### src/rtl/issue_pair_queue_pkg.sv
// Shared widths, ALU opcode boundary and the per-instruction micro-op record
// used by the dual-issue pair queue and its pairing checker.
`default_nettype none

package issue_pair_queue_pkg;

    localparam int DATA_WIDTH     = 32;
    localparam int ALU_OP_WIDTH   = 4;
    localparam int REG_ADDR_WIDTH = 5;
    localparam int ISSUE_W        = 2;

    // Opcodes at or above this value are the multi-cycle mul/div class.
    localparam logic [ALU_OP_WIDTH-1:0] ALU_MUL = 4'd10;

    typedef struct packed {
        logic [ALU_OP_WIDTH-1:0]   aluop;
        logic [REG_ADDR_WIDTH-1:0] rd;
        logic [REG_ADDR_WIDTH-1:0] rs1;
        logic [REG_ADDR_WIDTH-1:0] rs2;
        logic [1:0]                rsen;
        logic                      ldst;
        logic                      br;
    } uop_t;

    function automatic logic is_muldiv(input logic [ALU_OP_WIDTH-1:0] op);
        return (op >= ALU_MUL);
    endfunction

endpackage

`default_nettype wire

### src/rtl/issue_pair_queue_check.sv
// Pairing rules for two program-ordered candidates: h0 (older) and h1 (younger).
// Purely combinational; validity of the candidates is handled by the caller.
`default_nettype none

module issue_pair_check
    import issue_pair_queue_pkg::*;
(
    input  uop_t h0_i,
    input  uop_t h1_i,
    output logic pair_ok_o
);

    logic w_h0_writes;
    logic w_raw_rs1;
    logic w_raw_rs2;
    logic w_waw;
    logic w_struct_block;
    logic w_muldiv_clash;

    // x0 is never a real destination, so it can create no hazard.
    assign w_h0_writes    = (h0_i.rd != '0);
    assign w_raw_rs1      = h1_i.rsen[0] && (h1_i.rs1 == h0_i.rd);
    assign w_raw_rs2      = h1_i.rsen[1] && (h1_i.rs2 == h0_i.rd);
    assign w_waw          = (h1_i.rd == h0_i.rd);
    assign w_struct_block = h0_i.ldst || h0_i.br;
    assign w_muldiv_clash = is_muldiv(h0_i.aluop) && is_muldiv(h1_i.aluop);

    assign pair_ok_o = !w_struct_block
                    && !w_muldiv_clash
                    && !(w_h0_writes && (w_raw_rs1 || w_raw_rs2 || w_waw));

endmodule

`default_nettype wire

### src/rtl/issue_pair_queue.sv
// Decoded-instruction circular queue feeding the registered dual-issue slot
// pair; only legal pairs leave together, program order is always preserved.
`default_nettype none

module issue_pair_queue
    import issue_pair_queue_pkg::*;
#(
    parameter int DEPTH = 4,
    parameter int PTR_W = 2,
    parameter int PC_W  = DATA_WIDTH
) (
    input  logic                      clk,
    input  logic                      rst,
    input  logic                      flush,
    input  logic                      ex_hold,
    input  logic [ISSUE_W-1:0]        dec_valid,
    output logic                      dec_ready,
    input  logic [ALU_OP_WIDTH-1:0]   dec_aluop_0,
    input  logic [ALU_OP_WIDTH-1:0]   dec_aluop_1,
    input  logic [REG_ADDR_WIDTH-1:0] dec_rd_0,
    input  logic [REG_ADDR_WIDTH-1:0] dec_rd_1,
    input  logic [REG_ADDR_WIDTH-1:0] dec_rs1_0,
    input  logic [REG_ADDR_WIDTH-1:0] dec_rs1_1,
    input  logic [REG_ADDR_WIDTH-1:0] dec_rs2_0,
    input  logic [REG_ADDR_WIDTH-1:0] dec_rs2_1,
    input  logic [1:0]                dec_rsen_0,
    input  logic [1:0]                dec_rsen_1,
    input  logic                      dec_ldst_0,
    input  logic                      dec_ldst_1,
    input  logic                      dec_br_0,
    input  logic                      dec_br_1,
    input  logic [PC_W-1:0]           dec_pc_0,
    input  logic [PC_W-1:0]           dec_pc_1,
    output logic [ISSUE_W-1:0]        iss_valid,
    output logic [ALU_OP_WIDTH-1:0]   iss_aluop_0,
    output logic [ALU_OP_WIDTH-1:0]   iss_aluop_1,
    output logic [REG_ADDR_WIDTH-1:0] iss_rd_0,
    output logic [REG_ADDR_WIDTH-1:0] iss_rd_1,
    output logic [REG_ADDR_WIDTH-1:0] iss_rs1_0,
    output logic [REG_ADDR_WIDTH-1:0] iss_rs1_1,
    output logic [REG_ADDR_WIDTH-1:0] iss_rs2_0,
    output logic [REG_ADDR_WIDTH-1:0] iss_rs2_1,
    output logic [1:0]                iss_rsen_0,
    output logic [1:0]                iss_rsen_1,
    output logic                      iss_ldst_0,
    output logic                      iss_ldst_1,
    output logic                      iss_br_0,
    output logic                      iss_br_1,
    output logic [PC_W-1:0]           iss_pc_0,
    output logic [PC_W-1:0]           iss_pc_1
);

    localparam logic [PTR_W:0]   CNT_ZERO  = '0;
    localparam logic [PTR_W:0]   CNT_ONE   = (PTR_W+1)'(1);
    localparam logic [PTR_W:0]   CNT_TWO   = (PTR_W+1)'(2);
    localparam logic [PTR_W:0]   READY_MAX = (PTR_W+1)'(DEPTH-2);
    localparam logic [PTR_W-1:0] PTR_ONE   = PTR_W'(1);

    // Queue storage and pointers
    uop_t            mem_q    [DEPTH];
    logic [PC_W-1:0] pc_mem_q [DEPTH];
    logic [PTR_W-1:0] head_q, head_d;
    logic [PTR_W-1:0] tail_q, tail_d;
    logic [PTR_W:0]   count_q, count_d;

    // Issue registers
    logic [ISSUE_W-1:0] iss_valid_q, iss_valid_d;
    uop_t               iss_uop0_q, iss_uop0_d;
    uop_t               iss_uop1_q, iss_uop1_d;
    logic [PC_W-1:0]    iss_pc0_q, iss_pc0_d;
    logic [PC_W-1:0]    iss_pc1_q, iss_pc1_d;

    uop_t             dec_uop_0, dec_uop_1;
    uop_t             h0, h1;
    logic [PC_W-1:0]  h0_pc, h1_pc;
    logic [PTR_W-1:0] head_p1, tail_p1;
    logic             h0_vld, h1_vld;
    logic             pair_rules_ok, pair_ok;
    logic             enq, enq_two, issue_en;
    logic [PTR_W:0]   enq_n, deq_n;

    assign dec_uop_0 = '{aluop: dec_aluop_0, rd: dec_rd_0, rs1: dec_rs1_0, rs2: dec_rs2_0,
                         rsen: dec_rsen_0, ldst: dec_ldst_0, br: dec_br_0};
    assign dec_uop_1 = '{aluop: dec_aluop_1, rd: dec_rd_1, rs1: dec_rs1_1, rs2: dec_rs2_1,
                         rsen: dec_rsen_1, ldst: dec_ldst_1, br: dec_br_1};

    assign head_p1 = head_q + PTR_ONE;
    assign tail_p1 = tail_q + PTR_ONE;
    assign h0      = mem_q[head_q];
    assign h1      = mem_q[head_p1];
    assign h0_pc   = pc_mem_q[head_q];
    assign h1_pc   = pc_mem_q[head_p1];
    assign h0_vld  = (count_q >= CNT_ONE);
    assign h1_vld  = (count_q >= CNT_TWO);

    issue_pair_check u_pair_check (
        .h0_i      (h0),
        .h1_i      (h1),
        .pair_ok_o (pair_rules_ok)
    );

    assign pair_ok = h1_vld && pair_rules_ok;

    // Readiness looks only at the current occupancy; a same-cycle dequeue is not credited.
    assign dec_ready = (count_q <= READY_MAX);
    assign enq       = dec_ready && dec_valid[0] && !flush;
    assign enq_two   = enq && dec_valid[1];
    assign issue_en  = !ex_hold && !flush;

    always_comb begin
        enq_n = CNT_ZERO;
        if (enq_two) begin
            enq_n = CNT_TWO;
        end else if (enq) begin
            enq_n = CNT_ONE;
        end

        deq_n = CNT_ZERO;
        if (issue_en) begin
            if (pair_ok) begin
                deq_n = CNT_TWO;
            end else if (h0_vld) begin
                deq_n = CNT_ONE;
            end
        end
    end

    always_comb begin
        head_d  = head_q + deq_n[PTR_W-1:0];
        tail_d  = tail_q + enq_n[PTR_W-1:0];
        count_d = count_q + enq_n - deq_n;
        if (flush) begin
            head_d  = '0;
            tail_d  = '0;
            count_d = CNT_ZERO;
        end
    end

    always_ff @(posedge clk or posedge rst) begin
        if (rst) begin
            head_q  <= '0;
            tail_q  <= '0;
            count_q <= CNT_ZERO;
        end else begin
            head_q  <= head_d;
            tail_q  <= tail_d;
            count_q <= count_d;
        end
    end

    // Storage needs no reset: an entry is only ever read once count covers it.
    always_ff @(posedge clk) begin
        if (enq) begin
            mem_q[tail_q]    <= dec_uop_0;
            pc_mem_q[tail_q] <= dec_pc_0;
        end
        if (enq_two) begin
            mem_q[tail_p1]    <= dec_uop_1;
            pc_mem_q[tail_p1] <= dec_pc_1;
        end
    end

    // An empty slot keeps its stale payload but always presents a nop opcode.
    always_comb begin
        iss_valid_d      = iss_valid_q;
        iss_uop0_d       = iss_uop0_q;
        iss_uop1_d       = iss_uop1_q;
        iss_pc0_d        = iss_pc0_q;
        iss_pc1_d        = iss_pc1_q;
        if (flush) begin
            iss_valid_d      = '0;
            iss_uop0_d.aluop = '0;
            iss_uop1_d.aluop = '0;
        end else if (!ex_hold) begin
            iss_valid_d = {pair_ok, h0_vld};
            if (h0_vld) begin
                iss_uop0_d = h0;
                iss_pc0_d  = h0_pc;
            end else begin
                iss_uop0_d.aluop = '0;
            end
            if (pair_ok) begin
                iss_uop1_d = h1;
                iss_pc1_d  = h1_pc;
            end else begin
                iss_uop1_d.aluop = '0;
            end
        end
    end

    always_ff @(posedge clk or posedge rst) begin
        if (rst) begin
            iss_valid_q <= '0;
            iss_uop0_q  <= '0;
            iss_uop1_q  <= '0;
            iss_pc0_q   <= '0;
            iss_pc1_q   <= '0;
        end else begin
            iss_valid_q <= iss_valid_d;
            iss_uop0_q  <= iss_uop0_d;
            iss_uop1_q  <= iss_uop1_d;
            iss_pc0_q   <= iss_pc0_d;
            iss_pc1_q   <= iss_pc1_d;
        end
    end

    assign iss_valid   = iss_valid_q;
    assign iss_aluop_0 = iss_uop0_q.aluop;
    assign iss_aluop_1 = iss_uop1_q.aluop;
    assign iss_rd_0    = iss_uop0_q.rd;
    assign iss_rd_1    = iss_uop1_q.rd;
    assign iss_rs1_0   = iss_uop0_q.rs1;
    assign iss_rs1_1   = iss_uop1_q.rs1;
    assign iss_rs2_0   = iss_uop0_q.rs2;
    assign iss_rs2_1   = iss_uop1_q.rs2;
    assign iss_rsen_0  = iss_uop0_q.rsen;
    assign iss_rsen_1  = iss_uop1_q.rsen;
    assign iss_ldst_0  = iss_uop0_q.ldst;
    assign iss_ldst_1  = iss_uop1_q.ldst;
    assign iss_br_0    = iss_uop0_q.br;
    assign iss_br_1    = iss_uop1_q.br;
    assign iss_pc_0    = iss_pc0_q;
    assign iss_pc_1    = iss_pc1_q;

    // A lone slot-1 valid has no meaning to the decoder handshake.
    always @(posedge clk) begin
        if (!rst) begin
            assert (dec_valid != 2'b10)
                else $error("issue_pair_queue: dec_valid=2'b10 is not a legal decode pattern");
        end
    end

endmodule

`default_nettype wire

### config.mk
export PLATFORM = sky130hd
export DESIGN_NAME = issue_pair_queue
export DESIGN_NICKNAME = d
export VERILOG_FILES = /design/src/rtl/issue_pair_queue_pkg.sv /design/src/rtl/issue_pair_queue_check.sv /design/src/rtl/issue_pair_queue.sv
export SDC_FILE = /design/constraint.sdc
export NUM_CORES = 1
export LEC_CHECK = 0
export BUFFER_PORTS_ARGS = -buffer_cell sky130_fd_sc_hd__buf_2
export CAP_MARGIN = 10
export CORE_MARGIN = 1
export CORE_UTILIZATION = 50
export DETAILED_ROUTE_END_ITERATION = 10
export HOLD_SLACK_MARGIN = 0.03
export PLACE_DENSITY = 0.71
export SYNTH_ARGS = -nofsm -noshare
export SYNTH_HDL_FRONTEND = slang
export SYNTH_SLANG_ARGS = --single-unit
### constraint.sdc
create_clock -name clk -period 6 [get_ports clk]
set_input_delay 0.9 -clock clk [delete_from_list [all_inputs] [get_ports clk]]
set_output_delay 0.9 -clock clk [all_outputs]
set_load 0.01 [all_outputs]
# Word-level counts from Yosys, hierarchy flattened
# Memories as Yosys holds them, arrays and structs flattened. A register that Yosys moved wholly into a read port is not among the register bits.
# Cells that the tools add are included.
# word_totals
regBits	55
ramBits	220
inputBits	116
output_inout_bits	113
word_cells	81
mem_count	2
# classes
add_sub_neg	6
magnitude_cmp	5
eq_ne	4
muxes	22
n_bitwise	2
n_reduce_logical	22
# mem_list
memory	words	word_bits	read_ports	rd_ports_with_merged_regs	write_ports	line	text
pc_mem_q	4	32	2	2	2	issue_pair_queue.sv:61	logic [PC_W-1:0] pc_mem_q [DEPTH];
mem_q	4	23	2	0	2	issue_pair_queue.sv:60	uop_t mem_q [DEPTH];
# ops
op	count
2-to-1 mux 23 bit	2
2-to-1 mux 19 bit	2
2-to-1 mux 4 bit	4
== test 5 bit	3
2-to-1 mux 2 bit	7
logical AND 1 bit	11
>= comparator 4 bit (second input constant)	2
2-to-1 mux 1 bit	6
AND reduction 3 bit	2
zero test 1 bit	5
nonzero test 5 bit	1
adder 2 x 1 -> 2 bit (second input constant)	2
adder 2 bit	2
adder 3 bit	1
>= comparator 3 x 1 -> 1 bit (second input constant)	1
>= comparator 3 x 2 -> 1 bit (second input constant)	1
<= comparator 3 x 2 -> 1 bit (second input constant)	1
logical OR 1 bit	3
2-to-1 mux 3 bit	1
subtractor 3 bit	1
inequality test 2 bit (second input constant)	1
inverter 1 bit	2

# Longest topological paths before layout
# An unclocked memory read counts as a cell.
# logic_depth
depth_word	14
ltp_mapped	17
depth_no_buf	13

# Cells and area by module
# Synthesis repeated with hierarchy kept, for this count alone.
# hier_totals
hier_cells	924
hier_area_um2	16764.8
# modules_own_cells
mod	n_inst	cells_each	area_per_inst_um2	seq_area_each_um2
issue_pair_queue	1	896	16555.9	9584.2
issue_pair_check	1	28	209.0	0.0

# Least setup slack after synthesis
# Ideal clock, no wire load.
# synth_path
kind	input-to-reg
startpoint	input flush
endpoint	memory mem_q[3][0] (netlist name), enable pin
setup_ns	0.547
arrival_ns	5.419
required_ns	5.453
setup_slack_ns	0.034
cell_stages	3
path_buffers	1
cell_sequence	clkbuf_1 nand3b_1 nor3b_1
# synth_lines
element	line	text
from (decl)	issue_pair_queue.sv:14	input logic flush,
to (decl)	issue_pair_queue.sv:60	

# Worst setup path after layout
# layout_path
startpoint	register head_q[0]
endpoint	register count_q[2]
# layout_via
elab_chain_len	14
elab_cells_between_ends	25
cone_classes	add/sub: 2; order compare: 2; eq/ne: 3; mux: 3; reduce/logical: 14; memory: 1
# layout_lines
element	line	text
from (decl)	issue_pair_queue.sv:62	logic [PTR_W-1:0] head_q, head_d;
from (signal assigned)	issue_pair_queue.sv:141	head_q <= '0;
from (signal assigned)	issue_pair_queue.sv:145	head_q <= head_d;
adder 2 x 1 -> 2 bit	issue_pair_queue.sv:87	assign head_p1 = head_q + PTR_ONE;
memory (4 x 23 bit) (*)	--	
parallel branches: the longest is 6 deep, another holds >= comparator 4 bit	--	
logical AND 1 bit (*)	issue_pair_queue_check.sv:30	&& !(w_h0_writes && (w_raw_rs1 || w_raw_rs2 || w_waw));
logical AND 1 bit (*)	issue_pair_queue.sv:102	assign pair_ok = h1_vld && pair_rules_ok;
2-to-1 mux 2 bit (*)	issue_pair_queue.sv:120	if (pair_ok) begin
2-to-1 mux 2 bit (*)	issue_pair_queue.sv:119	if (issue_en) begin
subtractor 3 bit (*)	issue_pair_queue.sv:131	count_d = count_q + enq_n - deq_n;
2-to-1 mux 3 bit (*)	issue_pair_queue.sv:132	if (flush) begin
named net count_d[2]	issue_pair_queue.sv:64	logic [PTR_W:0] count_q, count_d;
to (signal assigned)	issue_pair_queue.sv:147	count_q <= count_d;
to (decl)	issue_pair_queue.sv:64	
# Mark *: on every way through the listed nets, which the timed path passes.
# A chain may end at the register's enable or synchronous reset.

==> impl_metrics.json <==
{
  "finalCritPeriodShare_pct": 70.1,
  "antenna_found_initial": 11,
  "ctsResizeCount": 0,
  "fin_util_pct": 60.3,
  "irDropWorstVdd_mv": 0.278,
  "cp_max_fo": 50,
  "nets": 1406,
  "synthArstFlopShare_pct": 35.1,
  "hold-worst-slack_ns": 0.463,
  "start_util_pct": 51.3,
  "leakagePower_nw": 7.80,
  "fmax_mhz": 238,
  "routabilityCongestion": 0.796,
  "drcViolationCount": 0,
  "drv_slew": 0,
  "syn_inst": 1065,
  "cap_violations": 0,
  "setup_viol": 0,
  "start_kind": "register",
  "overflow": 0,
  "post-place-cells": 1685,
  "synth-seq-cells": 339,
  "fp.dieW_um": 186,
  "io_pins": 229,
  "syn_area_sq_um": 16900,
  "reg2reg_slack_ns": 1.80,
  "h-tree-depth": 2,
  "dp_hpwl_um": 25400,
  "layout_common_cells": "mux2_2, buf_2, edfxtp_1",
  "vias_per_cell": 5.88,
  "relSlewSlack_pct": 23.8,
  "first_pass_iters": 5,
  "hold_path_class": "reg -> reg",
  "core_area_sq_um": 32900,
  "synth_ff_type": "edfxtp_1",
  "grt_pass1_wl_um": 61700,
  "clk_latency_ns": 0.52,
  "critPathCaptureType": "register",
  "routed_wl_um": 41400,
  "fin_ws_ns": 1.80,
  "cp.arrival_ns": 4.61,
  "dieArea_sq_um": 34500,
  "cts_tree": "done",
  "cp.required_ns": 6.40,
  "cts-root-buf": "clkbuf_16",
  "io_buffer_count": 228,
  "finalClockSkew_ns": 0.0289,
  "synth_edf_count": 220,
  "final_common_cell": "mux2_2",
  "cts_buffers": 39,
  "ys_warn_count": 0,
  "area_delta_synth_final_pct": 17.4,
  "clock-sinks": 339,
  "worstSetupPathType": "reg -> reg",
  "syn_area_per_cell_sq_um": 15.8,
  "synthesis.nets": 1187,
  "post_drt_wl_per_cell_um": 23.6,
  "grt_max_degree": 68,
  "num_vias": 10300,
  "drtIter0Drc": 652,
  "stdcell_count": 1759,
  "clockBufferDepth": 3,
  "status": "complete, no violations",
  "ys_seq_area_share_pct": 56.8,
  "drive_gt1_share_pct": 52.4,
  "p_per_area_nw_per_um2": 380,
  "grt_usage_pct": 24.2,
  "grt_setup_unrepaired": "false",
  "postCtsSetupBuffers": 0,
  "ant_nets": 0,
  "place_ws_ns": 1.79,
  "ys_types": 45,
  "rows": 66,
  "tightestPinTransition_ns": 1.14,
  "hold_buffers": 0,
  "setup_tns_ns": 0,
  "final_hold_viol_count": 0,
  "finalCriticalPeriod_ns": 4.20,
  "grt_pass1_vias": 10800,
  "clk_pin_slew_worst_paths_ns": 0.06,
  "die_y_um": 186
}
-- cells by family (layout without fill, tap and decap cells) --
family	Yosys count	in the layout	synth area share [%]
other	0	3	0
DFF	339	339	56.8
buffers and inverters	77	326	2.08
AOI/OAI and AO/OA	26	26	1.16
and+or+nand+nor	205	205	5.12
xor gates and xnor gates	28	28	1.45
adders and majority gates	6	6	0.534
muxes	384	384	32.9
-- cell usage after synthesis (2+ instances only) --
master	n	area, sq um
mux4_2	109	2450
o21ai_0	5	25.0
fa_1	2	40.0
clkbuf_1	42	158
a22o_1	8	70.1
buf_2	7	35.0
nand2_1	161	604
or3_1	2	12.5
nor2_1	11	41.3
ha_1	4	50.1
dfrtp_1	119	2980
nand3_1	2	10.0
nor4_1	2	12.5
nor2b_1	7	43.8
mux2_2	258	2910
nor3_1	5	25.0
nand4_1	2	12.5
xor2_1	12	105
edfxtp_1	220	6610
buf_4	6	45.0
buf_1	8	30.0
xnor2_1	16	140
mux2_1	13	146
nand2b_1	6	37.5
inv_1	10	37.5
buf_6	4	45.0
mux2i_1	4	40.0
a21oi_1	3	15.0
-- through the flow --
step	power (W)	instance area, sq um
2_1_floorplan	0.00442	16900
3_3_place_gp	0.00509	18500
3_5_place_dp	0.00514	18500
4_1_cts	0.00759	19800
5_1_grt	0.00788	19800
6_report	0.00752	19800
-- layer usage --
metal | share of wire (%) | global-route usage [%] | vias up
met1 | 40 | 30.6 | 5274
met3 | 7.9 | 5.89 | 101
met4 | 2.9 | 9.41 | 22
li1 | - | - | 4535
met5 | 0.35 | 0 | -
met2 | 49 | 40.1 | 407
-- cell type report --
cell class | instances | area [sq um]
fill | 2622 | 13100
sequential | 339 | 9590
multi-input combinational | 649 | 7010
timing repair buffer | 245 | 1270
clock buffer | 52 | 1140
tap | 442 | 553
clock inverter | 19 | 190
inverter | 10 | 42.5
antenna | 3 | 7.51
-- power breakdown --
group          leakage, nW  total (W)  switching [W]  internal [W]
Clock                0.659    0.00244       0.000937       0.00150
Sequential            3.52    0.00323       0.000302       0.00292
Combinational         3.62    0.00186       0.000946      0.000910
-- flip-flops by register name, summed over array words and instances (netlist names), 5 cells and up --
name	count
iss_rs2_0	5
iss_rd_0	5
iss_rd_1	5
iss_pc_0	32
iss_rs1_0	5
pc_mem_q	128
iss_pc_1	32
mem_q	92
iss_rs1_1	5
iss_rs2_1	5
-- final timing paths --
path | from | to | cells after the start
worst min-delay path | iss_rsen_0[0]$_DFFE_PP0P_ | iss_rsen_0[0]$_DFFE_PP0P_ | 2
worst max-delay path | head_q[0]$_DFF_PP0_ | count_q[2]$_DFF_PP0_ | 14
worst max register to register | head_q[0]$_DFF_PP0_ | count_q[2]$_DFF_PP0_ | 14
max in group asynchronous | rst | iss_pc_0[6]$_DFFE_PP0P_ | 3
worst min register to register | iss_rsen_0[0]$_DFFE_PP0P_ | iss_rsen_0[0]$_DFFE_PP0P_ | 2
min in group asynchronous | rst | iss_pc_1[30]$_DFFE_PP0P_ | 2
-- worst max-delay path: stages (launching register included) --
cell and delay, ns:
dfrtp_4 0.92, buf_4 0.58, mux4_2 0.44, xnor2_1 0.17, nand4_1 0.14, o31ai_2 0.34
nor3_1 0.12, nor2_1 0.17, ha_1 0.25, inv_1 0.06, ha_1 0.13, inv_1 0.05
fa_1 0.43, xnor2_1 0.17, nor2_1 0.06
No activity file was read; power rests on OpenSTA's default activity.
